**src/rtl/key_debounce.sv**
```systemverilog
// Multi-channel push-button debouncer: two-flop synchronizer, 4-state debounce FSM per key.
// Define KEY_DEBOUNCE_REPEAT_EN to add held-key auto-repeat on key_press.
module key_debounce_chan #(
  parameter int DB_CYCLES     = 500000
`ifdef KEY_DEBOUNCE_REPEAT_EN
 ,parameter int REPEAT_DELAY  = 25000000,
  parameter int REPEAT_PERIOD = 5000000
`endif
) (
  input  logic clk,
  input  logic rst,
  input  logic raw_n,
  output logic level,
  output logic press,
  output logic rel
);
  localparam int CW = $clog2(DB_CYCLES + 1);

  typedef enum logic [1:0] {RELEASED, PRESS_WAIT, PRESSED, RELEASE_WAIT} state_t;

  state_t        state;
  logic [1:0]    sync;
  logic [CW-1:0] cnt;
  logic          down;
  logic          done;
  logic [CW-1:0] cnt_inc;

`ifdef KEY_DEBOUNCE_REPEAT_EN
  localparam int RMAX = (REPEAT_DELAY > REPEAT_PERIOD) ? REPEAT_DELAY : REPEAT_PERIOD;
  localparam int RW   = $clog2(RMAX + 1);
  logic [RW-1:0] rpt;
  logic          rep_phase;
  logic [RW-1:0] rpt_last;
  // First repeat waits the long delay, later ones the shorter period.
  assign rpt_last = rep_phase ? RW'(REPEAT_PERIOD - 1) : RW'(REPEAT_DELAY - 1);
`endif

  assign down    = ~sync[1];
  assign done    = (cnt >= CW'(DB_CYCLES - 1));
  assign cnt_inc = (cnt == CW'(DB_CYCLES)) ? cnt : cnt + CW'(1);

  always_ff @(posedge clk) begin
    if (rst) begin
      sync  <= 2'b11;
      state <= RELEASED;
      cnt   <= '0;
      level <= 1'b0;
      press <= 1'b0;
      rel   <= 1'b0;
`ifdef KEY_DEBOUNCE_REPEAT_EN
      rpt       <= '0;
      rep_phase <= 1'b0;
`endif
    end else begin
      sync  <= {sync[0], raw_n};
      press <= 1'b0;
      rel   <= 1'b0;
      case (state)
        RELEASED: begin
          if (down) begin
            if (DB_CYCLES == 1) begin
              state <= PRESSED;
              level <= 1'b1;
              press <= 1'b1;
            end else begin
              state <= PRESS_WAIT;
              cnt   <= CW'(1);
            end
          end
        end
        PRESS_WAIT: begin
          if (!down) begin
            state <= RELEASED;
            cnt   <= '0;
          end else if (done) begin
            state <= PRESSED;
            cnt   <= '0;
            level <= 1'b1;
            press <= 1'b1;
          end else begin
            cnt <= cnt_inc;
          end
        end
        PRESSED: begin
          if (!down) begin
`ifdef KEY_DEBOUNCE_REPEAT_EN
            rpt       <= '0;
            rep_phase <= 1'b0;
`endif
            if (DB_CYCLES == 1) begin
              state <= RELEASED;
              level <= 1'b0;
              rel   <= 1'b1;
            end else begin
              state <= RELEASE_WAIT;
              cnt   <= CW'(1);
            end
          end else begin
`ifdef KEY_DEBOUNCE_REPEAT_EN
            if (rpt == rpt_last) begin
              press     <= 1'b1;
              rpt       <= '0;
              rep_phase <= 1'b1;
            end else begin
              rpt <= rpt + RW'(1);
            end
`endif
          end
        end
        RELEASE_WAIT: begin
          if (down) begin
            state <= PRESSED;
            cnt   <= '0;
          end else if (done) begin
            state <= RELEASED;
            cnt   <= '0;
            level <= 1'b0;
            rel   <= 1'b1;
          end else begin
            cnt <= cnt_inc;
          end
        end
        default: begin
          state <= RELEASED;
          cnt   <= '0;
          level <= 1'b0;
        end
      endcase
    end
  end
endmodule

module key_debounce #(
  parameter int N_KEYS        = 3,
  parameter int DB_CYCLES     = 500000,
  parameter int REPEAT_DELAY  = 25000000,
  parameter int REPEAT_PERIOD = 5000000
) (
  input  logic              clk,
  input  logic              rst,
  input  logic [N_KEYS-1:0] key_n,
  output logic [N_KEYS-1:0] key_level,
  output logic [N_KEYS-1:0] key_press,
  output logic [N_KEYS-1:0] key_release
);
  // Illegal timing parameters build no channels and hold every output low.
  localparam bit PARAMS_OK = (DB_CYCLES >= 1) && (REPEAT_DELAY >= 1) && (REPEAT_PERIOD >= 1);

  if (PARAMS_OK) begin : g_ok
    for (genvar i = 0; i < N_KEYS; i++) begin : g_chan
      key_debounce_chan #(
        .DB_CYCLES     (DB_CYCLES)
`ifdef KEY_DEBOUNCE_REPEAT_EN
       ,.REPEAT_DELAY  (REPEAT_DELAY),
        .REPEAT_PERIOD (REPEAT_PERIOD)
`endif
      ) u_chan (
        .clk   (clk),
        .rst   (rst),
        .raw_n (key_n[i]),
        .level (key_level[i]),
        .press (key_press[i]),
        .rel   (key_release[i])
      );
    end
  end else begin : g_bad
    assign key_level   = '0;
    assign key_press   = '0;
    assign key_release = '0;
  end
endmodule

```
**config.mk**
```make
export PLATFORM = sky130hd
export DESIGN_NAME = key_debounce
export DESIGN_NICKNAME = d
export VERILOG_FILES = /design/src/rtl/key_debounce.sv
export SDC_FILE = /design/constraint.sdc
export NUM_CORES = 1
export LEC_CHECK = 0
export BUFFER_PORTS_ARGS = -buffer_cell sky130_fd_sc_hd__buf_4
export CAP_MARGIN = 20
export CORE_ASPECT_RATIO = 0.9
export CORE_MARGIN = 10
export CORE_UTILIZATION = 25
export CTS_CLUSTER_SIZE = 30
export DETAILED_ROUTE_END_ITERATION = 8
export HOLD_SLACK_MARGIN = 0.05
export PLACE_DENSITY = 0.49
export SLEW_MARGIN = 10
export SYNTH_ARGS = -nofsm -noshare
export SYNTH_HDL_FRONTEND = slang
export SYNTH_HIERARCHICAL = 1
export SYNTH_SLANG_ARGS = --single-unit
export TNS_END_PERCENT = 10
```
**constraint.sdc**
```tcl
create_clock -name clk -period 1.8 [get_ports clk]
set_input_delay 0.27 -clock clk [delete_from_list [all_inputs] [get_ports clk]]
set_output_delay 0.27 -clock clk [all_outputs]
set_load 0.005 [all_outputs]
```
==> results of run 1 <==
-- worst paths after layout --
path,from,to,slack (ps),cells after the start
max reg2reg,g_ok.g_chan[2].u_chan/cnt[6],g_ok.g_chan[2].u_chan/cnt[11],40,6
min reg2reg,g_ok.g_chan[1].u_chan/sync[0],g_ok.g_chan[1].u_chan/sync[1],410,1
max,g_ok.g_chan[2].u_chan/cnt[6],g_ok.g_chan[2].u_chan/cnt[11],40,6
min,key_n[1],g_ok.g_chan[1].u_chan/sync[0],110,2
-- state kept, by name, indices dropped and copies added, names as in the netlist, named ones only --
| name | count |
|---|---|
| g_ok.g_chan.u_chan/cnt | 57 |
| g_ok.g_chan.u_chan/sync | 6 |
| g_ok.g_chan.u_chan/rel | 3 |
| g_ok.g_chan.u_chan/press | 3 |
| g_ok.g_chan.u_chan/level | 3 |
| g_ok.g_chan.u_chan/state | 3 |
-- placed cells by master (no fill, tap or decap), drive strengths merged, types with 9 or more instances in the layout --
master,synthesis,layout
nor4,12,12
a21oi,15,15
nand2,39,39
o21ai,21,21
and4,9,9
o211ai,9,9
and3,15,15
clkbuf,3,10
nand3b,18,18
dfxtp,78,78
nor2,15,15
nor3,21,21
a31oi,57,57
nand4,27,27
inv,27,27
a41oi,12,12
buf,36,97
nand3,39,39
or3,9,9
-- critical path: stages, from the launching register on --
cell     delay, ps
dfxtp_2        360
nor4_4         300
o211a_1        240
o211a_4        210
buf_12         180
nand2_2        130
o31ai_1        240
-- layer usage --
layer / up-vias / global-route usage
met4: 0 / 0.03288
met1: 2075 / 0.1291
met2: 62 / 0.1524
met5: - / 0
met3: 8 / 0.02925
li1: 2188 / -
-- cell type report --
cell class / count / share of cell area
Clock buffer: 10 / 0.04049
Clock inverter: 6 / 0.01039
Inverter: 27 / 0.01717
Multi-Input combinational cell: 393 / 0.4802
Sequential cell: 78 / 0.2684
Tap cell: 240 / 0.05088
Timing Repair Buffer: 97 / 0.1325
-- report_power, final --
| group | internal [mW] | total (mW) | leakage [nW] | switching (mW) |
|---|---|---|---|---|
| registers | 1.75 | 1.78 | 0.638 | 0.0303 |
| clock network | 1.11 | 1.86 | 0.148 | 0.751 |
| logic | 0.106 | 0.242 | 1.35 | 0.136 |
| total | 2.96 | 3.88 | 2.14 | 0.917 |
-- what timing repair did --
item | in CTS | in global routing
buffers inserted | 0 | 1
resized for setup | 4 | 44
cloned | 0 | 0
setup endpoints to repair | 7 | 53
pin swaps | 1 | 11
-- cell families after synthesis --
group                      share of synthesized area
and+or+nand+nor                               0.3148
AOI/OAI and AO/OA                             0.2298
DFF                                           0.3401
buffers and inverters                        0.07441
xor gates and xnor gates                     0.01717
adders and majority gates                    0.01635
muxes                                       0.007358
-- stage by stage --
| stage | setup WS, ps | TNS, ps |
|---|---|---|
| detailed placement | -45.36 | -89.73 |
| CTS | -30.87 | -61.21 |
| global route | -71.14 | -285.9 |
| finish | 37.18 | 0 |
| floorplan | 54.05 | 0 |
| global placement | -21.16 | -39.25 |
==> results.yml, run 1 <==
setup_path:
  crit_type: "reg2reg"
  arrival_ps: 2020
  cp_max_fo: 28
  endpoint_kind: "register"
  cp.required_ps: 2060
  cp-start-kind: "register"
cts:
  cts.sink_count: 78
  clk_pin_slew_ps: 60
  cts_buffers: 9
  cts_hold_buf: 0
  cts_tree: "yes"
  cts_root_buf: "clkbuf_16"
  clock_latency_ps: 340
  htree_levels: 3
  cts_max_path_buffers: 2
global_routing:
  grt_usage: 0.09902
  grt_first_pass_wirelength_um: 20060
  antenna_found_initial: 0
  grt.overflow.total: 0
  grt_max_degree: 29
  grt_pass1_vias: 4153
final_layout:
  regArea_um2: 1584
  post-route-cell-area_um2: 5902
  nets: 617
  n_antenna_cell: 0
  multi_input_area_um2: 2834
  final_core_util: 0.3308
  fin_cells: 851
  drive_gt1_frac: 0.3077
  nFillCells: 1871
  area_growth_pct: 28.56
logic_synthesis:
  async_flop_share: 0
  ys_types: 47
  synth.area.top_cells: "dfxtp_1 (34%), a31oi_1 (7.8%), nand3_1 (4.3%), nand2_1 (2.9%), nand3b_1 (2.9%)"
  synth_top_area_frac: 0.3401
  ys_ff_latch: 78
  yosys.area.top_type: "dfxtp_1"
  avgSynthCellArea_um2: 8.549
  yosys-top-cells-count: "dfxtp_1 (78), a31oi_1 (57), nand3_1 (39)"
  synth_flop_cell: "dfxtp_1"
  ys_seq_area_frac: 0.3401
  synthesis.area_um2: 4591
  syn_nets: 548
  synth_warnings: 6
  synth.most_common_cell: "dfxtp_1"
  synth_cells: 537
  synth_edf_count: 0
placed_design:
  place_hpwl_um: 8341
  io_buffers: 13
  dpl_cell_area_um2: 5421
  place_congestion: 0.7956
  dp.cells: 834
sta:
  slew_viol_final: 0
  setup_violations: 0
  post-route-min-period_ps: 1763
  timing.hold.ws_ps: 110.5
  relSlewSlack: 0.6175
  rsz0062_at_grt: "yes"
  period_share: 0.9793
  hold_viol: 0
  worst_pin_slew_ps: 570.6
  timing.fmax_mhz: 567.3
  finClkSkew_ps: 6.304
drt:
  avgRoutedWirePerCell_um: 14.02
  via_count: 4333
  wirelength_um: 11930
  wl_met3_um: 453
  drt_iter0_markers: 236
  ant_nets: 0
  route.met2.wl_um: 5358
  drc: 0
  viasPerCell: 5.092
  met1Wirelength_um: 6006
  drt-pass1-iter-count: 4
  routed.top_layer: "met4"
floorplan:
  core_um2: 17840
  start_util: 0.2573
  rows: 46
  die_area_um2: 24190
  die_y_um: 148.6
  num_io_pins: 14
  die_w_um: 162.8
power_and_ir_drop:
  power.leakage_nw: 2.137
  power_density_nw_per_um2: 657.6
  ir_drop_mv: 0.3596
  power.total_mw: 3.881
run_status:
  status: "finished, final reports clean"
flow_run:
  drv_cap: 0
hold_path:
  min_path_type: "in2reg"
Power figures use the tool's default switching activity.
==> run 2, diff against run 1 <==
--- a/config.mk
+++ b/config.mk
@@ -13,7 +13,7 @@
 export CTS_CLUSTER_SIZE = 30
 export DETAILED_ROUTE_END_ITERATION = 8
 export HOLD_SLACK_MARGIN = 0.05
-export PLACE_DENSITY = 0.49
+export PLACE_DENSITY = 0.5
 export SLEW_MARGIN = 10
 export SYNTH_ARGS = -nofsm -noshare
 export SYNTH_HDL_FRONTEND = slang
==> results.yml, run 2 (same netlist as run 1, synthesis figures left out) <==
global_routing:
  grt_first_pass_wirelength_um: 20170
  grt_usage: 0.09855
  grt_max_degree: 38
  grt_pass1_vias: 4181
  antenna_found_initial: 0
  grt.overflow.total: 0
final_layout:
  nets: 624
  final_cell_mix: "buf_4 (100), dfxtp_1 (62), a31oi_1 (56)"
  n_antenna_cell: 0
  reg.largest.list: "g_ok.g_chan.u_chan/cnt x57, g_ok.g_chan.u_chan/sync x6"
  area_growth_pct: 27.04
  post-route-cell-area_um2: 5832
  drive_gt1_frac: 0.3052
  fin_cells: 856
  layout_commonest_cell: "buf_4"
  largest_register_ff_count: 57
  top_register: "g_ok.g_chan.u_chan/cnt"
cts:
  cts_buffers: 9
  clock_latency_ps: 340
  cts.sink_count: 78
  cts_hold_buf: 0
  cts_root_buf: "clkbuf_16"
  cts_tree: "yes"
  clk_pin_slew_ps: 60
  htree_levels: 3
  cts_max_path_buffers: 2
placed_design:
  place_congestion: 0.8103
  dp.cells: 839
  dpl_cell_area_um2: 5446
  place_hpwl_um: 8424
  dp_slack_ps: -18.87
  io_buffers: 13
sta:
  post-route-min-period_ps: 1798
  timing.fmax_mhz: 556.1
  setup_violations: 0
  setup_tns_ps: 0
  worst_pin_slew_ps: 471.4
  relSlewSlack: 0.6857
  rsz0062_at_grt: "yes"
  hold_viol: 0
  fin_ws_ps: 1.901
  slew_viol_final: 0
  timing.hold.ws_ps: 109.2
  period_share: 0.9989
  finClkSkew_ps: 6.064
drt:
  drt_iter0_markers: 258
  ant_nets: 0
  avgRoutedWirePerCell_um: 13.97
  via_count: 4380
  viasPerCell: 5.117
  drc: 0
  drt-pass1-iter-count: 4
  wirelength_um: 11960
setup_path:
  crit_type: "reg2reg"
  path_cells: "nor4b_4 > nand3_1 > o211a_4 > a21boi_1 > mux2_2"
  cp-start-kind: "register"
  arrival_ps: 2030
  slowest_delay_ps: 370
  cp_max_fo: 10
  ff2ff_path_depth: 5
  cp.required_ps: 2030
  endpoint_kind: "register"
  cp_slowest_cell: "nor4b_4"
power_and_ir_drop:
  p_int_mw: 2.814
  sequentialPowerShare: 0.483
  power_density_nw_per_um2: 631.9
  netSwitchingFraction: 0.2365
  p_comb_frac: 0.066
  power.leakage_nw: 2.119
  ir_drop_mv: 0.4330
  p_clk_frac: 0.450
  switching_power_mw: 0.8715
floorplan:
  die_y_um: 148.6
  die_w_um: 162.8
  num_io_pins: 14
  start_util: 0.2573
  core_um2: 17840
  rows: 46
  die_area_um2: 24190
hold_path:
  hold_depth: 2
  min_path_type: "in2reg"
run_status:
  status: "finished, final reports clean"
flow_run:
  drv_cap: 0
## run 2: cell types whose count changed in the layout (fill, tap and decap cells not counted), moves of 3 or more
cell	previous run	this run
buf_4	92	100
o21ai_0	18	21
a41oi_2	3	0
o21ai_1	3	0
a41oi_1	9	12
## run 2: power by group through the flow
| stage | Sequential [mW] | Combinational, mW | Clock [mW] |
|---|---|---|---|
| floorplan | 1.81 | 0.140 | 0 |
| global route | 1.78 | 0.270 | 1.80 |
| detailed placement | 1.82 | 0.242 | 0 |
| finish | 1.78 | 0.245 | 1.66 |
| CTS | 1.78 | 0.243 | 1.72 |
| global placement | 1.82 | 0.239 | 0 |
## run 2: worst paths after layout
kind	startpoint	endpoint	slack, ps
worst min-delay path	key_n[0]	g_ok.g_chan[0].u_chan/sync[0]	110
worst max-delay path	g_ok.g_chan[2].u_chan/cnt[14]	register	2
worst min register to register	g_ok.g_chan[2].u_chan/sync[0]	g_ok.g_chan[2].u_chan/sync[1]	410
worst max register to register	g_ok.g_chan[2].u_chan/cnt[14]	register	2
## run 2: repair_timing
| action | CTS | global route |
|---|---|---|
| buffers inserted | 0 | 3 |
| resized for setup | 6 | 32 |
| pin swaps | 1 | 9 |
| hold endpoints to repair | 0 | 0 |
| setup endpoints to repair | 3 | 46 |
## run 2: critical path: cells and delay by family (launching register included)
kind	cells	cell delay, ps
flops	1	330
mux	1	340
compound gates	2	480
simple gates	2	520
## run 2: metal layers
metal  GRT usage  routed length [um]  part of all wire  vias to the layer above
met1      0.1268                5911              0.49                     2113
met3     0.02125                 315             0.026                       12
met5           0                   0                 0                        -
met4     0.03874                 196             0.016                        0
li1            -                   -                 -                     2201
met2      0.1569                5539              0.46                       54
## run 2: through the flow
step	util	power [mW]
floorplan	-	1.950
global placement	0.3053	2.058
detailed placement	0.3053	2.062
CTS	0.3203	3.745
global route	0.3269	3.854
finish	0.3269	3.685
## run 2: layout make-up
cell class,count,area [um2]
inverters,27,101.3
clock buffers,12,246.5
well taps,240,300.3
repair buffers,104,822.0
multi-input cells,393,2765
clock inverters,2,10.01
flip-flops and latches,78,1587
fillers,1903,12010
==> run 3, diff against run 2 <==
--- a/config.mk
+++ b/config.mk
@@ -9,11 +9,11 @@
 export CAP_MARGIN = 20
 export CORE_ASPECT_RATIO = 0.9
 export CORE_MARGIN = 10
-export CORE_UTILIZATION = 25
+export CORE_UTILIZATION = 56
 export CTS_CLUSTER_SIZE = 30
 export DETAILED_ROUTE_END_ITERATION = 8
 export HOLD_SLACK_MARGIN = 0.05
-export PLACE_DENSITY = 0.5
+export PLACE_DENSITY = 0.86
 export SLEW_MARGIN = 10
 export SYNTH_ARGS = -nofsm -noshare
 export SYNTH_HDL_FRONTEND = slang
==> results.yml, run 3 (same netlist as run 1, synthesis figures left out) <==
floorplan:
  core_um2: 8029
  die_y_um: 105.9
  num_io_pins: 14
  die_area_um2: 12220
  die_w_um: 115.4
  start_util: 0.5718
  rows: 31
setup_path:
  cp.required_ps: 2080
  setup.worst_path.start: "g_ok.g_chan[1].u_chan/cnt[0]"
  cp-start-kind: "register"
  cp_max_fo: 3
  r2r_start: "g_ok.g_chan[1].u_chan/cnt[0]"
  crit_buf_inv: 1
  slowest_delay_ps: 390
  cp_slowest_cell: "dfxtp_4"
  path_cells: "ha_4 > nand4_1 > buf_4 > nor3_1 > and3_1 > a31oi_1 > a31oi_1"
  crit_type: "reg2reg"
  endpoint_kind: "register"
  cp_top_family: "simple AND/OR/NAND/NOR gates"
  cpMostUsedCell: "a31oi_1"
  arrival_ps: 2120
sta:
  rsz0062_at_grt: "yes"
  hold_viol: 0
  timing.fmax_mhz: 543.5
  setup_violations: 1
  relSlewSlack: 0.6558
  worst_pin_slew_ps: 512.3
  fin_ws_ps: -39.80
  finClkSkew_ps: 17.70
  slew_viol_final: 0
  period_share: 1.022
  post-route-min-period_ps: 1840
  setup_tns_ps: -39.80
global_routing:
  grt_pass1_vias: 4450
  grt_usage: 0.1938
  grt_util_met3: 0.04553
  grt.overflow.total: 0
  grt_use_met2: 0.3275
  grt_busiest_layer: "met2"
  antenna_found_initial: 0
  grtUsageMet1: 0.2285
  grt_max_degree: 31
  grt_first_pass_wirelength_um: 20150
final_layout:
  n_antenna_cell: 0
  top_register: "g_ok.g_chan.u_chan/cnt"
  final_cell_mix: "buf_4 (92), a31oi_1 (57), dfxtp_1 (49)"
  fin_cells: 709
  nets: 616
  area_growth_pct: 23.00
  reg.largest.list: "g_ok.g_chan.u_chan/cnt x57, g_ok.g_chan.u_chan/sync x6"
  nFillCells: 545
  multi_input_area_um2: 2851
  regArea_um2: 1608
  layout_commonest_cell: "buf_4"
  largest_register_ff_count: 57
  drive_gt1_frac: 0.3279
  post-route-cell-area_um2: 5647
drt:
  wirelength_um: 13310
  avgRoutedWirePerCell_um: 18.77
  drc: 0
  drt_iter0_markers: 546
  drt-pass1-iter-count: 7
  viasPerCell: 6.770
  via_count: 4800
  ant_nets: 0
run_status:
  status: "finished with violations"
  violations: "setup timing"
flow_run:
  drv_cap: 0
placed_design:
  place_congestion: 0.9068
  dp.cells: 684
  io_buffers: 13
  dpl_cell_area_um2: 5165
  place_hpwl_um: 8238
hold_path:
  min_path_type: "in2reg"
  hp-start: "key_n[1]"
cts:
  htree_levels: 3
  cts.sink_count: 78
  clock_latency_ps: 380
  cts_tree: "yes"
  cts_root_buf: "clkbuf_8"
  cts_max_path_buffers: 2
  clk_pin_slew_ps: 110
  cts_hold_buf: 0
  cts_buffers: 9
power_and_ir_drop:
  power.total_mw: 3.471
  power_density_nw_per_um2: 614.7
  power.leakage_nw: 2.088
  ir_drop_mv: 0.3748
==> run 3: cell count changes in the layout (fill, tap and decap cells not counted), sizes merged <==
cell    previous run  this run
clkbuf            12         9
inv               27        32
bufinv             0         1
buf              104        95
clkinv             2         1
a21oi             15        16
==> run 3: repair_timing <==
action,in CTS,in global routing
pin swaps,3,14
cloned,0,1
buffers inserted,0,8
setup endpoints to repair,8,42
gates resized for setup,8,55
==> run 3: area by class of cell <==
| cell class | instances | share of cell area |
|---|---|---|
| multi-input combinational | 394 | 0.5050 |
| sequential | 78 | 0.2847 |
| timing repair buffer | 95 | 0.1329 |
| clock buffer | 9 | 0.02194 |
| tap | 99 | 0.02194 |
| inverter | 27 | 0.01795 |
| clock inverter | 7 | 0.01551 |
==> run 3: through the flow <==
| step | hold WS, ps | setup WS (ps) | utilization |
|---|---|---|---|
| floorplan | 373.8 | 54.05 | - |
| global placement | 392.8 | 38.26 | 0.6433 |
| detailed placement | 405.0 | -56.00 | 0.6433 |
| CTS | 65.41 | -19.56 | 0.6723 |
| global route | 67.46 | -137.1 | 0.7033 |
| finish | 71.73 | -39.80 | 0.7033 |
==> run 3: per-layer routing <==
layer	routed length, um	vias to the layer above
li1	-	2192
met2	6765	230
met5	0	-
met3	882	47
met1	5327	2331
met4	334	0
==> run 3: final timing paths <==
path                                         to  slack, ps  depth (start not counted)
hold reg to reg   g_ok.g_chan[0].u_chan/sync[1]        420                          1
setup / recovery  g_ok.g_chan[1].u_chan/cnt[14]        -40                          7
hold / removal    g_ok.g_chan[1].u_chan/sync[0]         70                          2
setup reg to reg  g_ok.g_chan[1].u_chan/cnt[14]        -40                          7
==> run 3: report_power, final <==
part           switching, mW  internal (mW)  total (mW)
Combinational          0.143          0.107       0.250
Sequential            0.0287           1.75        1.77
Clock                  0.768          0.678        1.45
Total                  0.940           2.53        3.47
==> run 3: worst register-to-register path, delay by kind of cell, from the launching register on <==
family,cells,cell delay (ps)
flops,1,390
buf+inv,1,180
fa+ha+maj,1,130
simple gates,3,730
compound gates,2,320
